==> src/rtl/alu_seq_pkg.sv <==
// Shared op codes and FSM state encoding for the sequential ALU.
// Optional divider is controlled by the ALU_SEQ_DIV_EN macro in the users of this package.
package alu_seq_pkg;

  localparam logic [3:0] OP_AND   = 4'b0000;
  localparam logic [3:0] OP_OR    = 4'b0001;
  localparam logic [3:0] OP_ADD   = 4'b0010;
  localparam logic [3:0] OP_PASSA = 4'b0011;
  localparam logic [3:0] OP_SRLV  = 4'b0100;
  localparam logic [3:0] OP_SUB   = 4'b0110;
  localparam logic [3:0] OP_SLT   = 4'b0111;
  localparam logic [3:0] OP_MULT  = 4'b1000;
  localparam logic [3:0] OP_DIVU  = 4'b1001;

  typedef enum logic [1:0] {
    S_IDLE = 2'd0,
    S_RUN  = 2'd1,
    S_DONE = 2'd2
  } state_t;

endpackage

==> src/rtl/alu_seq_iter.sv <==
// WIDTH-step shift-add multiplier / restoring divider sharing one register pair.
// Divide steps exist only when ALU_SEQ_DIV_EN is defined.
module alu_seq_iter
  import alu_seq_pkg::*;
#(
  parameter int WIDTH = 32
) (
  input  logic             clk,
  input  logic             reset,
  input  logic             load,
`ifdef ALU_SEQ_DIV_EN
  input  logic             op_div,
`endif
  input  logic             run,
  input  logic [WIDTH-1:0] a,
  input  logic [WIDTH-1:0] b,
  output logic             last,
  output logic [WIDTH-1:0] lo_nxt,
  output logic [WIDTH-1:0] hi_nxt
);

  localparam int SHW = $clog2(WIDTH);

  logic [WIDTH-1:0] hi_q, hi_d, lo_q, lo_d, op2_q, op2_d;
  logic [SHW-1:0]   cnt_q, cnt_d;
  logic [WIDTH:0]   mul_sum;

`ifdef ALU_SEQ_DIV_EN
  logic             div_q, div_d;
  logic [WIDTH:0]   shifted;
  logic [WIDTH+1:0] diff;
`endif

  always_comb begin
    mul_sum = {1'b0, hi_q} + (lo_q[0] ? {1'b0, op2_q} : '0);
    hi_nxt  = mul_sum[WIDTH:1];
    lo_nxt  = {mul_sum[0], lo_q[WIDTH-1:1]};
`ifdef ALU_SEQ_DIV_EN
    // Trial subtraction is two bits wider so a zero divisor never looks negative.
    shifted = {hi_q, lo_q[WIDTH-1]};
    diff    = {1'b0, shifted} - {2'b00, op2_q};
    if (div_q) begin
      if (diff[WIDTH+1]) begin
        hi_nxt = shifted[WIDTH-1:0];
        lo_nxt = {lo_q[WIDTH-2:0], 1'b0};
      end else begin
        hi_nxt = diff[WIDTH-1:0];
        lo_nxt = {lo_q[WIDTH-2:0], 1'b1};
      end
    end
`endif
  end

  always_comb begin
    hi_d  = hi_q;
    lo_d  = lo_q;
    op2_d = op2_q;
    cnt_d = cnt_q;
`ifdef ALU_SEQ_DIV_EN
    div_d = div_q;
`endif
    if (load) begin
      hi_d  = '0;
      lo_d  = a;
      op2_d = b;
      cnt_d = '0;
`ifdef ALU_SEQ_DIV_EN
      div_d = op_div;
`endif
    end else if (run) begin
      hi_d  = hi_nxt;
      lo_d  = lo_nxt;
      cnt_d = cnt_q + SHW'(1);
    end
  end

  assign last = (cnt_q == SHW'(WIDTH - 1));

  always_ff @(posedge clk) begin
    if (reset) begin
      hi_q  <= '0;
      lo_q  <= '0;
      op2_q <= '0;
      cnt_q <= '0;
`ifdef ALU_SEQ_DIV_EN
      div_q <= 1'b0;
`endif
    end else begin
      hi_q  <= hi_d;
      lo_q  <= lo_d;
      op2_q <= op2_d;
      cnt_q <= cnt_d;
`ifdef ALU_SEQ_DIV_EN
      div_q <= div_d;
`endif
    end
  end

endmodule

==> src/rtl/alu_seq.sv <==
// Multi-cycle execute-stage ALU: single-cycle ops plus iterative MULT/DIVU with a start/done handshake.
// Define ALU_SEQ_DIV_EN to build the DIVU divider; otherwise DIVU behaves as an illegal code.
module alu_seq
  import alu_seq_pkg::*;
#(
  parameter int WIDTH = 32
) (
  input  logic             clk,
  input  logic             reset,
  input  logic             start,
  input  logic [3:0]       gin,
  input  logic [WIDTH-1:0] a,
  input  logic [WIDTH-1:0] b,
  output logic             ready,
  output logic             done,
  output logic [WIDTH-1:0] sum,
  output logic [WIDTH-1:0] hi,
  output logic             zout,
  output logic             nout,
  output logic             overflow,
  output logic             dz,
  output state_t           dbg_state
);

  localparam int SHW = $clog2(WIDTH);

  state_t           state_q, state_d;
  logic [WIDTH-1:0] sum_q, sum_d, hi_q, hi_d;
  logic             zout_q, zout_d, nout_q, nout_d, ovf_q, ovf_d, dz_q, dz_d;
  logic [WIDTH-1:0] add_r, sub_r, sc_sum, it_lo, it_hi;
  logic             add_ovf, sub_ovf, sc_ovf;
  logic             is_div_op, is_iter_op, accept;
  logic             iter_load, iter_run, iter_last, run_div, run_dz;

`ifdef ALU_SEQ_DIV_EN
  logic div_q, div_d, dzp_q, dzp_d;
  assign is_div_op = (gin == OP_DIVU);
  assign run_div   = div_q;
  assign run_dz    = dzp_q;
`else
  assign is_div_op = 1'b0;
  assign run_div   = 1'b0;
  assign run_dz    = 1'b0;
`endif

  always_comb begin
    add_r   = a + b;
    sub_r   = a - b;
    add_ovf = (a[WIDTH-1] == b[WIDTH-1]) && (add_r[WIDTH-1] != a[WIDTH-1]);
    sub_ovf = (a[WIDTH-1] != b[WIDTH-1]) && (sub_r[WIDTH-1] != a[WIDTH-1]);
    sc_sum  = '0;
    sc_ovf  = 1'b0;
    case (gin)
      OP_ADD:   begin sc_sum = add_r; sc_ovf = add_ovf; end
      OP_SUB:   begin sc_sum = sub_r; sc_ovf = sub_ovf; end
      OP_SLT:   sc_sum = {{(WIDTH-1){1'b0}}, sub_r[WIDTH-1] ^ sub_ovf};
      OP_AND:   sc_sum = a & b;
      OP_OR:    sc_sum = a | b;
      OP_PASSA: sc_sum = a;
      OP_SRLV:  sc_sum = b >> a[SHW-1:0];
      default:  sc_sum = '0;
    endcase
  end

  // Handshake: start/gin/a/b are taken on a rising edge where start=1 and ready=1
  // (IDLE or DONE); start while ready=0 is dropped. done is a one-cycle pulse and
  // sum/hi/flags stay valid from that cycle until the next done.
  assign is_iter_op = (gin == OP_MULT) || is_div_op;
  assign accept     = start && (state_q != S_RUN);
  assign iter_run   = (state_q == S_RUN);

  always_comb begin
    state_d   = state_q;
    sum_d     = sum_q;
    hi_d      = hi_q;
    zout_d    = zout_q;
    nout_d    = nout_q;
    ovf_d     = ovf_q;
    dz_d      = dz_q;
    iter_load = 1'b0;
`ifdef ALU_SEQ_DIV_EN
    div_d     = div_q;
    dzp_d     = dzp_q;
`endif
    if (state_q == S_RUN) begin
      if (iter_last) begin
        sum_d   = it_lo;
        hi_d    = it_hi;
        zout_d  = (it_lo == '0);
        nout_d  = it_lo[WIDTH-1];
        ovf_d   = !run_div && (it_hi != '0);
        dz_d    = run_dz;
        state_d = S_DONE;
      end
    end else if (accept) begin
      if (is_iter_op) begin
        iter_load = 1'b1;
        state_d   = S_RUN;
`ifdef ALU_SEQ_DIV_EN
        div_d     = is_div_op;
        dzp_d     = is_div_op && (b == '0);
`endif
      end else begin
        sum_d   = sc_sum;
        hi_d    = '0;
        zout_d  = (sc_sum == '0);
        nout_d  = sc_sum[WIDTH-1];
        ovf_d   = sc_ovf;
        dz_d    = 1'b0;
        state_d = S_DONE;
      end
    end else begin
      state_d = S_IDLE;
    end
  end

  always_ff @(posedge clk) begin
    if (reset) begin
      state_q <= S_IDLE;
      sum_q   <= '0;
      hi_q    <= '0;
      zout_q  <= 1'b0;
      nout_q  <= 1'b0;
      ovf_q   <= 1'b0;
      dz_q    <= 1'b0;
`ifdef ALU_SEQ_DIV_EN
      div_q   <= 1'b0;
      dzp_q   <= 1'b0;
`endif
    end else begin
      state_q <= state_d;
      sum_q   <= sum_d;
      hi_q    <= hi_d;
      zout_q  <= zout_d;
      nout_q  <= nout_d;
      ovf_q   <= ovf_d;
      dz_q    <= dz_d;
`ifdef ALU_SEQ_DIV_EN
      div_q   <= div_d;
      dzp_q   <= dzp_d;
`endif
    end
  end

  alu_seq_iter #(.WIDTH(WIDTH)) u_iter (
    .clk    (clk),
    .reset  (reset),
    .load   (iter_load),
`ifdef ALU_SEQ_DIV_EN
    .op_div (is_div_op),
`endif
    .run    (iter_run),
    .a      (a),
    .b      (b),
    .last   (iter_last),
    .lo_nxt (it_lo),
    .hi_nxt (it_hi)
  );

  assign ready     = (state_q != S_RUN);
  assign done      = (state_q == S_DONE);
  assign sum       = sum_q;
  assign hi        = hi_q;
  assign zout      = zout_q;
  assign nout      = nout_q;
  assign overflow  = ovf_q;
  assign dz        = dz_q;
  assign dbg_state = state_q;

endmodule

==> config.mk <==
export PLATFORM = sky130hd
export DESIGN_NAME = alu_seq
export DESIGN_NICKNAME = d
export VERILOG_FILES = /design/src/rtl/alu_seq_pkg.sv /design/src/rtl/alu_seq_iter.sv /design/src/rtl/alu_seq.sv
export SDC_FILE = /design/constraint.sdc
export NUM_CORES = 1
export LEC_CHECK = 0
export ABC_AREA = 1
export BUFFER_PORTS_ARGS = -buffer_cell sky130_fd_sc_hd__clkbuf_2
export CAP_MARGIN = 10
export CELL_PAD_IN_SITES_DETAIL_PLACEMENT = 0
export CELL_PAD_IN_SITES_GLOBAL_PLACEMENT = 1
export CORE_ASPECT_RATIO = 0.9
export CORE_MARGIN = 8
export CORE_UTILIZATION = 45
export DETAILED_ROUTE_END_ITERATION = 7
export PLACE_DENSITY_LB_ADDON = 0.1
export SLEW_MARGIN = 30
export SYNTH_ARGS = -nofsm -noshare
export SYNTH_HDL_FRONTEND = slang
export SYNTH_HIERARCHICAL = 1
export SYNTH_SLANG_ARGS = --single-unit
==> constraint.sdc <==
create_clock -name clk -period 5.55 [get_ports clk]
set_input_delay 1.11 -clock clk [delete_from_list [all_inputs] [get_ports clk]]
set_output_delay 1.11 -clock clk [all_outputs]
set_load 0.1 [all_outputs]
==> summary.md, run 1 <==
| Metric | Value |
|---|---|
| Vias in the first global route | `19700` |
| Crit path capture type | `flop` |
| GPL Wtd Cong | `1.04` |
| Most used cell, CP | `nand2_1` |
| Effective utilization at floorplan | `45.6%` |
| Crit Path Max Fanout | `22` |
| First-pass GRT wire length | `122000 um` |
| Setup TNS after final layout | `0 ns` |
| Max-cap violations | `0` |
| CP Cell Sequence | `nand2_1, inv_1, ha_1, nand2_1, nand2_1, nand2_1, nand2_1, nand2_1, nand3_2, nand2_1, nand3_1, nand2_1, nand2_1, nor4_1, nand2_1, nor2_1, nand4_1, nor3_1, nand4_1, nand3_1, a21oi_1` |
| Dpl hpwl | `67100 um` |
| CTS Buf Count | `17` |
| EDFF count, synth | `0` |
| H-Tree Depth | `4` |
| Worst Skew | `0.0111 ns` |
| Drt first pass iters | `6` |
| I/O pin count | `143` |
| CP Buf/Inv Count | `1` |
| GR Overflow Total | `0` |
| Initial antenna violation count | `5` |
| Max Fclk | `225 MHz` |
| Wire length on met2 | `33000 um` |
| Postcts setup bufs | `0` |
| Clock transition at path regs | `0.07 ns` |
| Vias per cell | `5.74` |
| Nets@finish | `3463` |
| Largest net degree at the start of global routing | `66` |
| Vias after detailed routing | `21800` |
| Share of flip-flops with an asynchronous set or reset | `0%` |
| Critical path's slowest cell | `dfxtp_1` |
| TritonCTS clock tree | `done` |
| Seq cells post-synth | `169` |
| RSZ-0062 raised after global routing | `no` |
| Status | `completed` |
| Root buffer cell | `clkbuf_16` |
| Main synth FF type | `dfxtp_1` |
| Final hold viol count | `0` |
| Synth cell types | `45` |
| Area of the die | `46500 um2` |
| Die width | `226 um` |
| CP arrival | `4.75 ns` |
| Post-route ant nets | `0` |
| Final Critical Period | `4.44 ns` |
| Critical path's largest stage delay | `0.84 ns` |
| Syn nets | `3439` |
| Worst path top cell family by delay | `simple AND/OR/NAND/NOR gates` |
| DRC | `0` |
| Synth Instances | `3225` |
| VDD IR-drop max | `0.184 mV` |
| Wire per inst | `22.1 um` |
| CORE AREA | `39400 um2` |
| Met3 WL | `10400 um` |
| Clock sink count | `169` |
| HP Class | `reg2reg` |
| Fin. max-slew vios | `0` |
| Critical path required time | `5.86 ns` |
| Netlist Area Pre-Place | `17900 um2` |
| # rows | `69` |
| Yosys warns | `6` |
| Critical Path Source Type | `flop` |
| GRT Total Usage | `35.0%` |
| Critical path class | `reg2reg` |
| Pwr/cell area | `189 nW/um2` |
| Die Y-Extent | `205 um` |
| Tcrit/Tclk final | `80.0%` |
| Dpl cells | `3762` |
| Total power | `3.64 mW` |
| Leak pwr | `10.9 nW` |
| Setup-failing EPs final | `0` |
| Mean area per synthesized cell | `5.56 um2` |
| Seq/Total Area, Yosys | `18.9%` |
| Fraction of final layout cells sized beyond drive strength 1 | `7.12%` |
| Clk buf depth | `2` |
| Worst slew margin | `32.2%` |
| DRT Wirelength | `83700 um` |
| DRT iter0 DRCs | `2743` |
| Uppermost layer routed | `met5` |
| # fillers | `4378` |
| Clock latency on the worst-skew pair | `0.45 ns` |
| Layout Cells excl Fill | `3793` |
| Port Buffers | `141` |
| Hold Buf Count CTS | `0` |
| Layout area overhead | `7.53%` |
| Post-cts resize count | `0` |
| Worst slew pin tran | `1.02 ns` |
| Met1 wire length | `37200 um` |
## worst min-delay path: stages, from the launching register on
cell and delay (ns):
dfxtp_1 0.31, nand2_1 0.06, a21oi_1 0.05
## metrics by stage
| stage | utilization [%] | hold WS (ns) | cell area [um2] | worst slack [ns] |
|---|---|---|---|---|
| 3_3_place_gp | 47.6 | 0.448 | 18700 | 1.05 |
| 6_report | 49.0 | 0.462 | 19300 | 1.11 |
| 5_1_grt | 49.0 | 0.471 | 19300 | 0.823 |
| 2_1_floorplan | - | 0.445 | 17900 | 1.38 |
| 3_5_place_dp | 47.6 | 0.451 | 18700 | 1.03 |
| 4_1_cts | 49.0 | 0.462 | 19300 | 1.27 |
## cell families (layout without fill, tap and decap cells)
family,Yosys count,count (layout),synth area share (%)
and+or+nand+nor,1844,1844,42.7
DFF,169,169,18.9
adders and majority gates,143,143,10.1
AOI/OAI and AO/OA,379,379,12.2
xor gates and xnor gates,17,17,0.872
buffers and inverters,672,707,15.2
other,1,2,0.0209
## flip-flops by register name, summed over array words and instances (netlist names)
register	flops
overflow	1
nout	1
u_iter/hi_q	32
hi	32
u_iter/op2_q	32
u_iter/cnt_q	5
sum	31
u_iter/lo_q	32
zout	1
dbg_state	2
## cells in the mapped netlist (all sizes together) (18+ instances only)
library cell	count	share of area [%]
a21oi	168	4.7
buf	105	3.3
clkbuf	66	1.4
dfxtp	169	19
ha	139	9.7
inv	498	10
nand2	957	20
nand3	372	10
nand4	33	1.2
nor2	396	8.3
nor3	59	1.6
o21ai	109	3.0
o221ai	34	1.7
o22ai	18	0.63
## cells in the final DEF, fill, tap and decap left out, drive strengths merged, types with 59 or more instances in the layout
| master | netlist | layout |
|---|---|---|
| dfxtp | 169 | 169 |
| nor3 | 59 | 59 |
| nor2 | 396 | 396 |
| inv | 498 | 500 |
| o21ai | 109 | 109 |
| a21oi | 168 | 168 |
| ha | 139 | 139 |
| clkbuf | 66 | 162 |
| nand2 | 957 | 957 |
| nand3 | 372 | 372 |
## cell type report
class | instances | area [um2] | share of cell area (%)
Antenna cell | 1 | 2.50 | 0.0130
Clock buffer | 21 | 450 | 2.34
Clock inverter | 9 | 93.8 | 0.486
Inverter | 501 | 1880 | 9.75
Multi-Input combinational cell | 2384 | 11800 | 61.4
Sequential cell | 169 | 3380 | 17.5
Tap cell | 532 | 666 | 3.45
Timing Repair Buffer | 176 | 968 | 5.02
## worst paths after layout
path / start / endpoint / slack [ns] / depth (start not counted)
setup / recovery: u_iter/lo_q[0] / overflow / 1.11 / 21
hold / removal: hi[4] / hi[4] / 0.46 / 2
setup reg to reg: u_iter/lo_q[0] / overflow / 1.11 / 21
hold reg to reg: hi[4] / hi[4] / 0.46 / 2
## layer usage
metal / track usage, % / up-vias
met5: 0 / -
met1: 49.9 / 10100
met2: 49.5 / 1240
li1: - / 10300
met4: 11.9 / 10
met3: 9.83 / 155
## power by group
part           total [mW]  internal (mW)  switching [mW]
Combinational        1.20          0.299           0.896
Sequential           1.27           1.24          0.0302
Clock                1.17          0.629           0.543
No activity file was read; power rests on OpenSTA's default activity.
==> run 2, diff against run 1 <==
- CORE_UTILIZATION: 45 -> 38
- clock period: 5.55 -> 3.6 ns (I/O delays scaled with it)
==> run 2 against run 1 <==
Effect of this change:
- clock power grew 59%
- count of clock-buffer cells in the layout shrank 2
- sequential power grew 54%
- total power grew 68%
- hold slack lost 0.00070 ns
- largest cell class unchanged
- die area grew 17%
- register-to-register slack lost 0.97 ns
- first-iteration DRC count shrank 7.0%
==> summary.md, run 2 (synthesized netlist as in run 1, its figures left out) <==
| Metric | Value |
|---|---|
| Final worst slack | `0.144 ns (-0.965 ns)` |
| Worst Skew | `0.0126 ns (+0.00155 ns)` |
| Layout Cells excl Fill | `4278 (+13%)` |
| Grt met2 use | `44.3% (-5.3 points)` |
| Met3 global-route usage | `8.31% (-1.5 points)` |
| Initial antenna violation count | `2 (-3)` |
| Fin. max-slew vios | `0 (unchanged)` |
| Hold Buf Count CTS | `0 (unchanged)` |
| Critical path class | `reg2reg` |
| GPL Wtd Cong | `1.00 (-3.4%)` |
| Placed Area | `21800 um2 (+17%)` |
| Worst slew margin | `46.6% (+14 points)` |
| Nets@finish | `3864 (+12%)` |
| Status | `completed` |
| Fraction of final layout cells sized beyond drive strength 1 | `20.6% (+14 points)` |
| H-Tree Depth | `4 (unchanged)` |
| Area of the die | `54400 um2 (+17%)` |
| Critical Path Source Type | `flop` |
| Max Fclk | `289 MHz (+28%)` |
| Largest net degree at the start of global routing | `117 (+77%)` |
| Critical path required time | `3.90 ns (-1.96 ns)` |
| CP arrival | `3.76 ns (-0.99 ns)` |
| Die width | `245 um (+8.2%)` |
| DRT iter0 DRCs | `2551 (-7.0%)` |
| DRT Wirelength | `91500 um (+9.3%)` |
| HP Class | `reg2reg` |
| Final hold viol count | `0 (unchanged)` |
| Commonest non-fill, non-tap cell in the layout | `nand2_1` |
| GR Overflow Total | `0 (unchanged)` |
| Flop2flop setup slack | `0.14 ns (-0.97 ns)` |
| Crit Path Max Fanout | `8 (-64%)` |
| Vias in the first global route | `21000 (+6.4%)` |
| Post-route ant nets | `0 (unchanged)` |
| Final Critical Period | `3.46 ns (-0.985 ns)` |
| Most frequent cells in the layout | `nand2_1, inv_1, buf_4` |
| I/O pin count | `143 (unchanged)` |
| Clock latency on the worst-skew pair | `0.45 ns (about the same)` |
| Pwr/cell area | `264 nW/um2 (+40%)` |
| TritonCTS clock tree | `done` |
| Reg area | `3390 um2 (+0.11%)` |
| Worst r2r path cells | `21 (unchanged)` |
| Min-Delay Startpoint | `hi[11]` |
| CTS Buf Count | `17 (unchanged)` |
| Hold depth | `2 (unchanged)` |
| Reg2reg start | `u_iter/lo_q[0]` |
| Vias after detailed routing | `23100 (+6.1%)` |
| # rows | `75 (+8.7%)` |
| Tcrit/Tclk final | `96.0% (+16 points)` |
| Crit path capture type | `flop` |
| Hold Path End | `hi[11]` |
| Dpl cells | `4233 (+13%)` |
| CORE AREA | `46600 um2 (+18%)` |
| Drt first pass iters | `6 (unchanged)` |
| Max-cap violations | `0 (unchanged)` |
| Worst slew pin tran | `0.800 ns (-0.216 ns)` |
| First-pass GRT wire length | `132000 um (+8.2%)` |
| Met1 Usage GRT | `47.5% (-2.4 points)` |
| Reg2Reg Capture Point | `overflow` |
| Effective utilization at floorplan | `38.5% (-7.1 points)` |
| Wire per inst | `21.4 um (-3.1%)` |
| Clock sink count | `169 (unchanged)` |
| DRC | `0 (unchanged)` |
| Layout area overhead | `29.4%` |
| Clk buf depth | `2 (unchanged)` |
| Die Y-Extent | `222 um (+8.1%)` |
| # fillers | `5023 (+15%)` |
| Port Buffers | `141 (unchanged)` |
| Final instance area | `23200 um2 (+20%)` |
| VDD IR-drop max | `0.333 mV (+81%)` |
| Setup TNS after final layout | `0 ns (unchanged)` |
| Setup-failing EPs final | `0 (unchanged)` |
| Area taken by multi-input logic gates | `12500 um2 (+5.4%)` |
| Clock transition at path regs | `0.07 ns (about the same)` |
| Dpl hpwl | `74900 um (+12%)` |
| Vias per cell | `5.40 (-5.9%)` |
| GR peak layer | `met1` |
| Root buffer cell | `clkbuf_16` |
| GRT Total Usage | `32.0% (-3.0 points)` |
| Worst slack, placed | `-0.679 ns (-1.71 ns)` |
| Leak pwr | `13.0 nW (+20%)` |
==> run 2: worst max-delay path by stage <==
| stage | from | to | slack, ns | cells after the start |
|---|---|---|---|---|
| 3_3_place_gp | b[8] | zout | -0.73 | 23 |
| 3_5_place_dp | b[10] | zout | -0.68 | 21 |
| 6_report | u_iter/lo_q[0] | overflow | 0.14 | 21 |
| 5_1_grt | u_iter/lo_q[0] | overflow | -0.03 | 23 |
| 2_1_floorplan | a[3] | zout | 0.004 | 24 |
| 4_1_cts | u_iter/lo_q[0] | overflow | 0.002 | 22 |
==> run 2: critical path, cell delays in order (launching register included) <==
cell and delay (ns):
dfxtp_4 0.40, buf_12 0.16, nand2_1 0.07, inv_1 0.05, ha_1 0.35, nand2_2 0.09
buf_4 0.14, nor2_4 0.15, inv_1 0.09, o21bai_2 0.17, nand2_2 0.12, nand4_1 0.13
nand2_2 0.10, nor4_2 0.29, nand2_1 0.10, nor2_2 0.15, nand4_1 0.11, buf_4 0.16
nor3_4 0.10, nand4_1 0.18, nand3_1 0.13, a21oi_1 0.06
==> run 2: where the power goes <==
group          leakage (nW)  switching (mW)  internal (mW)
combinational          11.4            1.52          0.788
clock                 0.270           0.862          0.994
sequential             1.37          0.0463           1.92
==> run 2: routing by layer <==
metal / wire length [um] / part of all wire [%] / vias up
li1: - / - / 11100
met1: 42500 / 46 / 10700
met2: 35900 / 39 / 1143
met3: 10600 / 12 / 127
met4: 2510 / 2.7 / 2
met5: 12 / 0.013 / -
==> run 2: area by class of cell <==
class,count,share of cell area (%)
inverter,501,8.10
tap,616,3.32
clock buffer,19,1.95
sequential,169,14.6
clock inverter,11,0.501
timing repair buffer,577,17.8
multi-input combinational,2384,53.8
antenna,1,0.0108
==> run 2: metrics by stage <==
step	hold slack (ns)	utilization (%)	power (mW)
4_1_cts	0.464	48.3	6.05
5_1_grt	0.479	49.8	6.39
3_5_place_dp	0.454	46.8	4.20
2_1_floorplan	0.445	-	3.18
6_report	0.461	49.8	6.13
3_3_place_gp	0.447	46.8	4.19
==> run 2: repair_timing <==
item | in CTS | in global routing
setup buffers | 0 | 12
setup endpoints to repair | 3 | 4
gates resized for setup | 21 | 136
cloned | 1 | 1
pin swaps | 3 | 38
